==> src/rtl/tone_cfg_if.sv <==
// Configuration write bus and phase-realign strobe for the tone counter bank.
interface tone_cfg_if #(
   parameter int CHANNELS = 4,
   parameter int WIDTH    = 20
) ();
   localparam int CW = (CHANNELS > 1) ? $clog2(CHANNELS) : 1;

   logic          wr_en;
   logic [CW-1:0] wr_ch;
   logic [WIDTH-1:0] wr_div;
   logic          wr_on;
   logic          sync;

   modport master (output wr_en, wr_ch, wr_div, wr_on, sync);
   modport slave  (input  wr_en, wr_ch, wr_div, wr_on, sync);
endinterface

==> src/rtl/tone_counter_bank.sv <==
// Bank of independent programmable dividers producing a square wave and a
// terminal-count tick per channel; divide changes land on period boundaries.
module tone_counter_bank #(
   parameter int CHANNELS = 4,
   parameter int WIDTH    = 20
) (
   input  logic                clock,
   input  logic                clr,
   tone_cfg_if.slave           cfg,
   output logic [CHANNELS-1:0] square_out,
   output logic [CHANNELS-1:0] tick_out,
   output logic [CHANNELS-1:0] busy
);
   localparam int CW = (CHANNELS > 1) ? $clog2(CHANNELS) : 1;

   for (genvar i = 0; i < CHANNELS; i++) begin : g_ch
      logic [WIDTH-1:0] cnt;
      logic [WIDTH-1:0] div_act;
      logic [WIDTH-1:0] div_pend;
      logic             pend;
      logic             on;
      logic             square;
      logic             tick;

      logic hit;
      logic running;
      logic wrap;
      logic halt;

      // An out-of-range wr_ch can never equal a valid index, so it is ignored.
      always_comb begin
         hit     = cfg.wr_en && (cfg.wr_ch == CW'(i));
         running = on && (div_act != '0);
         wrap    = running && (cnt == div_act);
         halt    = hit && !cfg.wr_on;
      end

      // NOTE: every state register, divide values included, takes the async
      // reset so a clr mid-period leaves no stale phase or configuration.
      always_ff @(posedge clock or posedge clr) begin
         if (clr) begin
            cnt      <= '0;
            div_act  <= '0;
            div_pend <= '0;
            pend     <= 1'b0;
            on       <= 1'b0;
            square   <= 1'b0;
            tick     <= 1'b0;
         end else begin
            if (hit) on <= cfg.wr_on;

            if (cfg.sync) begin
               cnt    <= '0;
               square <= 1'b0;
               tick   <= 1'b0;
               pend   <= 1'b0;
               if (hit) begin
                  div_act  <= cfg.wr_div;
                  div_pend <= cfg.wr_div;
               end else if (pend) begin
                  div_act <= div_pend;
               end
            end else begin
               if (!running || halt) begin
                  cnt    <= '0;
                  square <= 1'b0;
                  tick   <= 1'b0;
               end else if (wrap) begin
                  cnt    <= '0;
                  square <= ~square;
                  tick   <= 1'b1;
               end else begin
                  cnt  <= cnt + 1'b1;
                  tick <= 1'b0;
               end

               // A fresh write supersedes any transfer so only the last value lands.
               if (hit) begin
                  div_pend <= cfg.wr_div;
                  pend     <= 1'b1;
               end else if (pend && (!running || wrap)) begin
                  div_act <= div_pend;
                  pend    <= 1'b0;
               end
            end
         end
      end

      assign square_out[i] = square;
      assign tick_out[i]   = tick;
      assign busy[i]       = pend;
   end
endmodule
==> src/flat_wrapper.sv <==
// flat-port wrapper written by rule: the top's interface ports become plain ports
module tone_counter_bank_flat 
#(
   parameter int CHANNELS = 4,
   parameter int WIDTH    = 20
)
  (clock, clr, square_out, tick_out, busy, cfg_wr_en, cfg_wr_ch, cfg_wr_div, cfg_wr_on, cfg_sync);
  tone_cfg_if #(.CHANNELS(CHANNELS), .WIDTH(WIDTH)) cfg_i ();
  input  logic clock;
  input  logic clr;
  output logic [CHANNELS-1:0] square_out;
  output logic [CHANNELS-1:0] tick_out;
  output logic [CHANNELS-1:0] busy;
  input wire logic [$bits(cfg_i.wr_en)-1:0] cfg_wr_en;
  input wire logic [$bits(cfg_i.wr_ch)-1:0] cfg_wr_ch;
  input wire logic [$bits(cfg_i.wr_div)-1:0] cfg_wr_div;
  input wire logic [$bits(cfg_i.wr_on)-1:0] cfg_wr_on;
  input wire logic [$bits(cfg_i.sync)-1:0] cfg_sync;
  assign cfg_i.wr_en = cfg_wr_en;
  assign cfg_i.wr_ch = cfg_wr_ch;
  assign cfg_i.wr_div = cfg_wr_div;
  assign cfg_i.wr_on = cfg_wr_on;
  assign cfg_i.sync = cfg_sync;
  tone_counter_bank #(.CHANNELS(CHANNELS), .WIDTH(WIDTH)) u_core (.clock(clock), .clr(clr), .cfg(cfg_i), .square_out(square_out), .tick_out(tick_out), .busy(busy));
endmodule
==> config.mk <==
export PLATFORM = sky130hd
export DESIGN_NAME = tone_counter_bank_flat
export DESIGN_NICKNAME = d
export VERILOG_FILES = /design/src/rtl/tone_cfg_if.sv /design/src/rtl/tone_counter_bank.sv /design/src/flat_wrapper.sv
export SDC_FILE = /design/constraint.sdc
export NUM_CORES = 1
export LEC_CHECK = 0
export BUFFER_PORTS_ARGS = -buffer_cell sky130_fd_sc_hd__buf_2
export CAP_MARGIN = 10
export CORE_ASPECT_RATIO = 1.75
export CORE_MARGIN = 2
export CORE_UTILIZATION = 41
export CTS_CLUSTER_SIZE = 16
export DETAILED_ROUTE_END_ITERATION = 8
export PLACE_DENSITY = 0.55
export SKIP_CTS_REPAIR_TIMING = 1
export SYNTH_ARGS = -nofsm -noshare
export SYNTH_HDL_FRONTEND = slang
export SYNTH_SLANG_ARGS = --single-unit
==> constraint.sdc <==
create_clock -name clock -period 8 [get_ports clock]
set_input_delay 1.2 -clock clock [delete_from_list [all_inputs] [get_ports clock]]
set_output_delay 1.2 -clock clock [all_outputs]
set_load 0.02 [all_outputs]
# ---- Yosys cells after proc, flatten, opt, wreduce, memory -nomap -nowiden
# Index checks and enable logic that the tools add are counted.
dict set report totals {
  reg_bits 256
  out_inout_bits 12
  inputBits 27
  word_cells 173
}
dict set report classes {
  n_eq_ne 15
  addsub 4
  reduce_logical 54
  mux 68
  n_bitwise 4
}
# operator n
set ops {}
lappend ops {{2-to-1 mux 20 bit} 32}
lappend ops {{adder 20 x 1 -> 20 bit, second input constant} 4}
lappend ops {{equality test 20 bit} 4}
lappend ops {{nonzero test 20 bit} 4}
lappend ops {{2-to-1 mux 1 bit} 36}
lappend ops {{nonzero test 3 bit} 8}
lappend ops {{logical AND 1 bit} 20}
lappend ops {{inequality test 3 x 1 -> 1 bit, second input constant} 4}
lappend ops {{AND reduction 3 bit} 4}
lappend ops {{logical OR 1 bit} 8}
lappend ops {{inequality test 2 bit, second input constant} 4}
lappend ops {{nonzero test 2 bit} 4}
lappend ops {{zero test 1 bit} 5}
lappend ops {{equality test 2 bit, second input constant} 2}
lappend ops {{inverter 1 bit} 4}
lappend ops {{equality test 2 x 1 -> 1 bit, second input constant} 1}
lappend ops {{zero test 2 bit} 1}

# ---- Depth between registers and ports, before layout
# Gate-level depths: netlist of the first run.
dict set report logic_depth {
  word_depth 8
  mapped_depth 8
  ltp_nobuf 6
}

# ---- Worst setup path after synthesis of the first run
# Ideal clock, no wire load.
dict set report synth_timing {
  path_kind {in2reg}
  start {input port cfg_wr_ch[1]}
  end {register u_core.g_ch[0].div_act[0]}
  cell_stages 8
  setup_ns 0.125
  path_buffers 3
  setup_slack_ns 5.077
  t_required_ns 7.875
  t_arrival_ns 2.798
  path_cell_list {buf_2 or3b_1 buf_2 a21o_1 nor3b_1 a22oi_2 buf_6 mux2_4}
}
dict set report synth_via {
  elab_chain_cells 4
  word_cells_on_any_way 7
  cone_classes {eq/ne: 2; mux: 2; reduce/logical: 3}
}
# element line
set synth_lines {}
lappend synth_lines {{start, declared} flat_wrapper.sv:15} ;# input wire logic [$bits(cfg_i.wr_ch)-1:0] cfg_wr_ch;
lappend synth_lines {{zero test 2 bit *} tone_counter_bank.sv:32} ;# hit = cfg.wr_en && (cfg.wr_ch == CW'(i));
lappend synth_lines {{logical AND 1 bit *} tone_counter_bank.sv:32}
lappend synth_lines {{inequality test 3 x 1 -> 1 bit (no line), or another cell as far along} n/a}
lappend synth_lines {{AND reduction 3 bit (no line) or 2-to-1 mux 20 bit (tied branches)} n/a}
lappend synth_lines {{end signal, assigned} tone_counter_bank.sv:58} ;# div_act <= cfg.wr_div;
lappend synth_lines {{end signal, assigned} tone_counter_bank.sv:61} ;# div_act <= div_pend;
lappend synth_lines {{end signal, assigned} tone_counter_bank.sv:82} ;# div_act <= div_pend;
lappend synth_lines {{end, declared} tone_counter_bank.sv:18} ;# logic [WIDTH-1:0] div_act;
# Every way passes the cells marked *; elsewhere a longest branch is shown, timed or not.
# A chain may end at the register's enable or synchronous reset.

# ---- Final worst setup path of the first run
dict set report layout_timing {
  start {input port cfg_wr_ch[0]}
  end {register u_core.g_ch[0].div_act[19]}
}
# Same word-level chain as after synthesis.

==> results.toml, run 1 <==
[outcome]
status = "finished clean"

[clocking]
cts_buffers = 25
clock-sinks = 256
clockBufferDepth = 3
clkTransAtPathRegs_ns = 0.07
htree_levels = 1
cts_tree = "done"
cts_root_buf = "clkbuf_16"
worstSkewPairLatency_ns = 0.53

[finish]
drive_gt1_frac = 0.2867
fill_cells = 2874
fin_util = 0.4576
syn_to_final_growth_pct = 10.75
antenna_cells = 0
nets = 1144

[drt]
ant_nets = 0
dr.pass1.iters = 4
drc = 0
drt_wl_total_um = 28370
via_per_inst = 5.251
num_vias = 7987
avgRoutedWirePerCell_um = 18.65
drtIter0Drc = 333

[sta]
fin_setup_tns_ns = 0
clock-skew-final_ns = 0.01125
worstMarginPinSlew_ns = 1.072
rsz0062_at_grt = "no"
setup_viol = 0
final.period_utilization = 0.3443
min_period_ns = 2.755
relSlewSlack = 0.2749
fmax_ghz = 0.3630
hold_violations = 0
hold_slack_ns = 0.4757
slew_viol_final = 0

[synthesis]
synthArstFlopShare = 1.000
yosysWarnings = 0
yosysMostFrequentCell = "dfrtp_1"
synth.area.top_cells = "dfrtp_1 (51%), mux2_2 (18%), xor2_1 (6.7%), xnor2_1 (3.9%), nor2_1 (3.0%)"
yosys-top-cells-count = "dfrtp_1 (256), mux2_2 (200), nor2_1 (101)"
synth_flop_cell = "dfrtp_1"
synth_top_area_frac = 0.5080
synth-edff-count = 0
syn_nets = 1121
ys_ff_latch = 256
syn_inst = 1090
synth_area_mm2 = 0.01261
netlist-cell-type-count = 37
avgSynthCellArea_um2 = 11.57
ys_seq_area_frac = 0.5080
yosys.area.top_type = "dfrtp_1"

[global_route]
track_usage = 0.1851
overflow = 0
antenna_found_initial = 3
grt_pass1_vias = 8348
grt_pass1_wl_um = 46360
grt_start_max_net_pins = 182

[critical_path]
cp-start-kind = "input pin"
r2r_end = "u_core.g_ch[0].cnt[13]$_DFF_PP0_"
crit_type = "in -> reg"
reg2reg_depth = 5
cp.arrival_ns = 3.17
slowest_stage = "or3b_1"
cp_common_cell = "buf_4"
cp_cell_sequence = "buf_2, or3b_1, buf_4, a21o_1, nor3b_1, a22oi_2, buf_4, mux2_4"
crit_fanout = 25
rrSetupSlack_ns = 5.71
r2r-start = "u_core.g_ch[0].div_act[6]$_DFFE_PP0P_"
crit_required_ns = 8.41
endpoint = "u_core.g_ch[0].div_act[19]$_DFFE_PP0P_"
crit_path_end_kind = "flop"
startpoint = "cfg_wr_ch[0]"
max_stage_delay_ns = 0.38

[floorplanning]
initial_core_util = 0.4132
fp.dieH_um = 236.0
num_rows = 85
die-area_mm2 = 0.03223
io-pin-count = 39
die_w_um = 136.6
core_area_mm2 = 0.03052

[min_path]
min-delay-start = "u_core.g_ch[0].div_pend[11]$_DFFE_PP0P_"
hp-class = "reg -> reg"

[run]
cap_violations = 0

[placed_design]
place_congestion = 0.7612
dp_hpwl_um = 20090
io_buffers = 38

[power_and_ir_drop]
power_density_mw_per_mm2 = 262.8
p_comb_frac = 0.190
pwr-share-clk = 0.321
p_sw_mw = 1.031
switching_share = 0.2809
pwr-share-seq = 0.489
leakagePower_nw = 6.122
p_int_mw = 2.640
ir_worst_vdd_uv = 158.8
[layer usage]
metal,global-route usage,wire length [um]
met5,0,25
met4,0.07418,1093
met3,0.02214,753
met2,0.3312,15130
met1,0.2219,11360
[worst max-delay path: cells and delay by family]
kind / cells / cell delay (ns)
simple gates: 2 / 0.53
mux: 1 / 0.33
buf+inv: 3 / 0.74
compound gates: 2 / 0.35
[layout by cell type, fill, tap and decap left out, types with 7 or more instances in the layout]
cell,synthesis,final
nor4_1,35,35
clkbuf_8,0,8
dfrtp_1,256,256
xnor2_1,56,56
buf_4,13,14
nor2_1,101,101
nor3_1,9,9
nand2_1,100,100
nand4_1,28,28
o21ai_0,12,12
inv_1,8,7
clkbuf_16,0,25
mux2_2,200,200
mux2_4,20,20
buf_2,8,38
nand3_1,35,35
and3_1,20,20
xor2_1,96,96
[cells by family (layout without fill, tap and decap cells)]
kind of cell,after synthesis,after routing,synth area share
fa+ha+maj,4,4,0.003969
flops,256,256,0.5080
simple gates,357,357,0.1352
mux,220,220,0.2024
compound gates,36,36,0.01905
buf+inv,65,105,0.02580
xor+xnor,152,152,0.1056
[state kept, by name, summed over array words and instances, names as in the netlist]
signal / cells
u_core.g_ch.on: 4
u_core.g_ch.div_pend: 80
u_core.g_ch.cnt: 80
u_core.g_ch.square: 4
u_core.g_ch.pend: 4
u_core.g_ch.div_act: 80
u_core.g_ch.tick: 4
[worst min path at each step]
| stage | cells past startpoint | slack (ns) | to |
|---|---|---|---|
| after floorplan | 2 | 0.44 | u_core.g_ch[0].div_pend[0]$_DFFE_PP0P_ |
| after global placement | 2 | 0.45 | u_core.g_ch[0].div_pend[5]$_DFFE_PP0P_ |
| after detailed placement | 2 | 0.46 | u_core.g_ch[0].div_pend[4]$_DFFE_PP0P_ |
| after CTS | 2 | 0.48 | u_core.g_ch[0].div_pend[4]$_DFFE_PP0P_ |
| after global routing | 2 | 0.49 | u_core.g_ch[0].div_pend[6]$_DFFE_PP0P_ |
| final | 2 | 0.48 | u_core.g_ch[0].div_pend[11]$_DFFE_PP0P_ |
[power groups by stage]
| stage | clock network (mW) | registers [mW] | logic [mW] |
|---|---|---|---|
| 2_1_floorplan | 0 | 1.74 | 0.571 |
| 6_report | 1.18 | 1.80 | 0.697 |
| 4_1_cts | 1.21 | 1.80 | 0.715 |
| 5_1_grt | 1.27 | 1.84 | 0.779 |
| 3_5_place_dp | 0 | 1.82 | 0.711 |
| 3_3_place_gp | 0 | 1.81 | 0.698 |
[area by class of cell]
cell class,count,area (um^2),area share
multi-input cells,769,5899,0.4224
well taps,391,489.2,0.03503
clock buffers,36,747.0,0.05348
repair buffers,53,315.3,0.02258
inverters,8,33.78,0.002419
flip-flops and latches,256,6406,0.4587
clock inverters,8,75.07,0.005375
[stage by stage]
stage          power (mW)  cell area [um^2]  setup WS [ns]  cells
5_1_grt             3.883             13970          5.030   1521
6_report            3.671             13970          5.245   1521
3_5_place_dp        2.532             13140          4.709   1477
2_1_floorplan       2.306             12610          3.428   1090
4_1_cts             3.728             13970          5.260   1521
3_3_place_gp        2.510             13140          4.730   1477
Power figures use the tool's default switching activity.
==> inputs of run 2 (changes only) <==
- clock period: 8 -> 2.2 ns (I/O delays scaled with it)
==> results.toml, run 2 (synthesis results as in run 1) <==
[sta]
worstMarginPinSlew_ns = 0.6955
fin_setup_tns_ns = 0
slew_viol_final = 0
setup_viol = 0
relSlewSlack = 0.5364
finalWorstSetupSlack_ns = 0.1789
fmax_ghz = 0.4948
hold_slack_ns = -0.02844
min_period_ns = 2.021
rsz0062_at_grt = "no"
hold_violations = 11
final.period_utilization = 0.9187
clock-skew-final_ns = 0.006962

[finish]
antenna_cells = 0
fin_cells = 1548
drive_gt1_frac = 0.3016
final_cell_mix = "dfrtp_1 (256), mux2_2 (200), nor2_1 (101)"
syn_to_final_growth_pct = 12.23
fin_util = 0.4637
stdcell_area_mm2 = 0.01415
fill_cells = 2841
reg_top3 = "u_core.g_ch.cnt: 80 flops, u_core.g_ch.div_act: 80 flops, u_core.g_ch.div_pend: 80 flops"
final_common_cell = "dfrtp_1"
nets = 1171

[critical_path]
crit_type = "reg -> reg"
slowest_stage = "dfrtp_1"
critPathBufInv = 1
cp.arrival_ns = 2.43
reg2reg_depth = 6
crit_fanout = 20
crit_path_end_kind = "flop"
max_stage_delay_ns = 0.44
worst-path-stages = 6
crit_required_ns = 2.61
critical-path-top-delay-family = "simple AND/OR/NAND/NOR gates"
cp_cell_sequence = "xor2_1, nor4_1, and3_1, a22oi_2, buf_12, mux2_4"
cp-start-kind = "flop"

[floorplanning]
core_area_mm2 = 0.03052
num_rows = 85
die-area_mm2 = 0.03223
fp.dieH_um = 236.0
die_w_um = 136.6
io-pin-count = 39
initial_core_util = 0.4132

[placed_design]
dpl_worst_slack_ns = 0.08890
io_buffers = 38
postPlaceCellArea_mm2 = 0.01338
place_congestion = 0.8040
dp_cells = 1504
dp_hpwl_um = 20560

[drt]
drt_wl_total_um = 29040
drtIter0Drc = 317
ant_nets = 0
drc = 0
num_vias = 8052
avgRoutedWirePerCell_um = 18.76
dr.pass1.iters = 4
via_per_inst = 5.202

[clocking]
clockBufferDepth = 3
cts_buffers = 25
cts_root_buf = "clkbuf_16"
cts_tree = "done"
worstSkewPairLatency_ns = 0.53
htree_levels = 1
clock-sinks = 256
clkTransAtPathRegs_ns = 0.06

[min_path]
hp-class = "in -> async"

[outcome]
status = "finished, violations left"
failed_checks = "hold timing"

[global_route]
gr-usage-met1 = 0.2337
grt_use_met2 = 0.3429
use_met3 = 0.02214
grt_pass1_vias = 8412
grt_pass1_wl_um = 47710
grt_start_max_net_pins = 125
overflow = 0
antenna_found_initial = 3
track_usage = 0.1898
busiest_layer = "met2"

[power_and_ir_drop]
power.total_mw = 13.25
ir_worst_vdd_uv = 509.0
leakagePower_nw = 6.255
power_density_mw_per_mm2 = 936.3

[run]
cap_violations = 0
-- run 2: where the power goes --
group          switching, mW  internal, mW
Combinational           1.09          1.51
Sequential             0.864          5.66
Clock                   1.84          2.29
-- run 2: path summary, 6_finish.rpt --
kind | startpoint | end | slack [ns]
min in group clock | cfg_wr_div[16] | u_core.g_ch[0].div_pend[16]$_DFFE_PP0P_ | 0.13
worst min-delay path | clr | u_core.g_ch[1].cnt[1]$_DFF_PP0_ | -0.03
worst min register to register | u_core.g_ch[0].div_pend[3]$_DFFE_PP0P_ | u_core.g_ch[0].div_pend[3]$_DFFE_PP0P_ | 0.47
max in group asynchronous | clr | u_core.g_ch[2].cnt[5]$_DFF_PP0_ | 1.64
worst max-delay path | u_core.g_ch[0].cnt[13]$_DFF_PP0_ | u_core.g_ch[0].div_act[13]$_DFFE_PP0P_ | 0.18
worst max register to register | u_core.g_ch[0].cnt[13]$_DFF_PP0_ | u_core.g_ch[0].div_act[13]$_DFFE_PP0P_ | 0.18
-- run 2: layer usage --
layer	vias to the layer above	part of all wire
li1	3865	-
met1	4052	0.41
met2	86	0.54
met3	45	0.026
met4	4	0.024
met5	-	0.00090
-- run 2: layout make-up --
cell class | count | area, um^2 | area share
Clock buffer | 37 | 730.7 | 0.05163
Tap cell | 391 | 489.2 | 0.03456
Sequential cell | 256 | 6406 | 0.4526
Inverter | 8 | 33.78 | 0.002387
Timing Repair Buffer | 80 | 555.5 | 0.03925
Multi-Input combinational cell | 769 | 5901 | 0.4169
Clock inverter | 7 | 37.54 | 0.002652
-- run 2: tightest hold or removal path: stages --
cell	delay, ns
buf_2	0.11
clkinvlp_4	0.11
buf_12	0.37
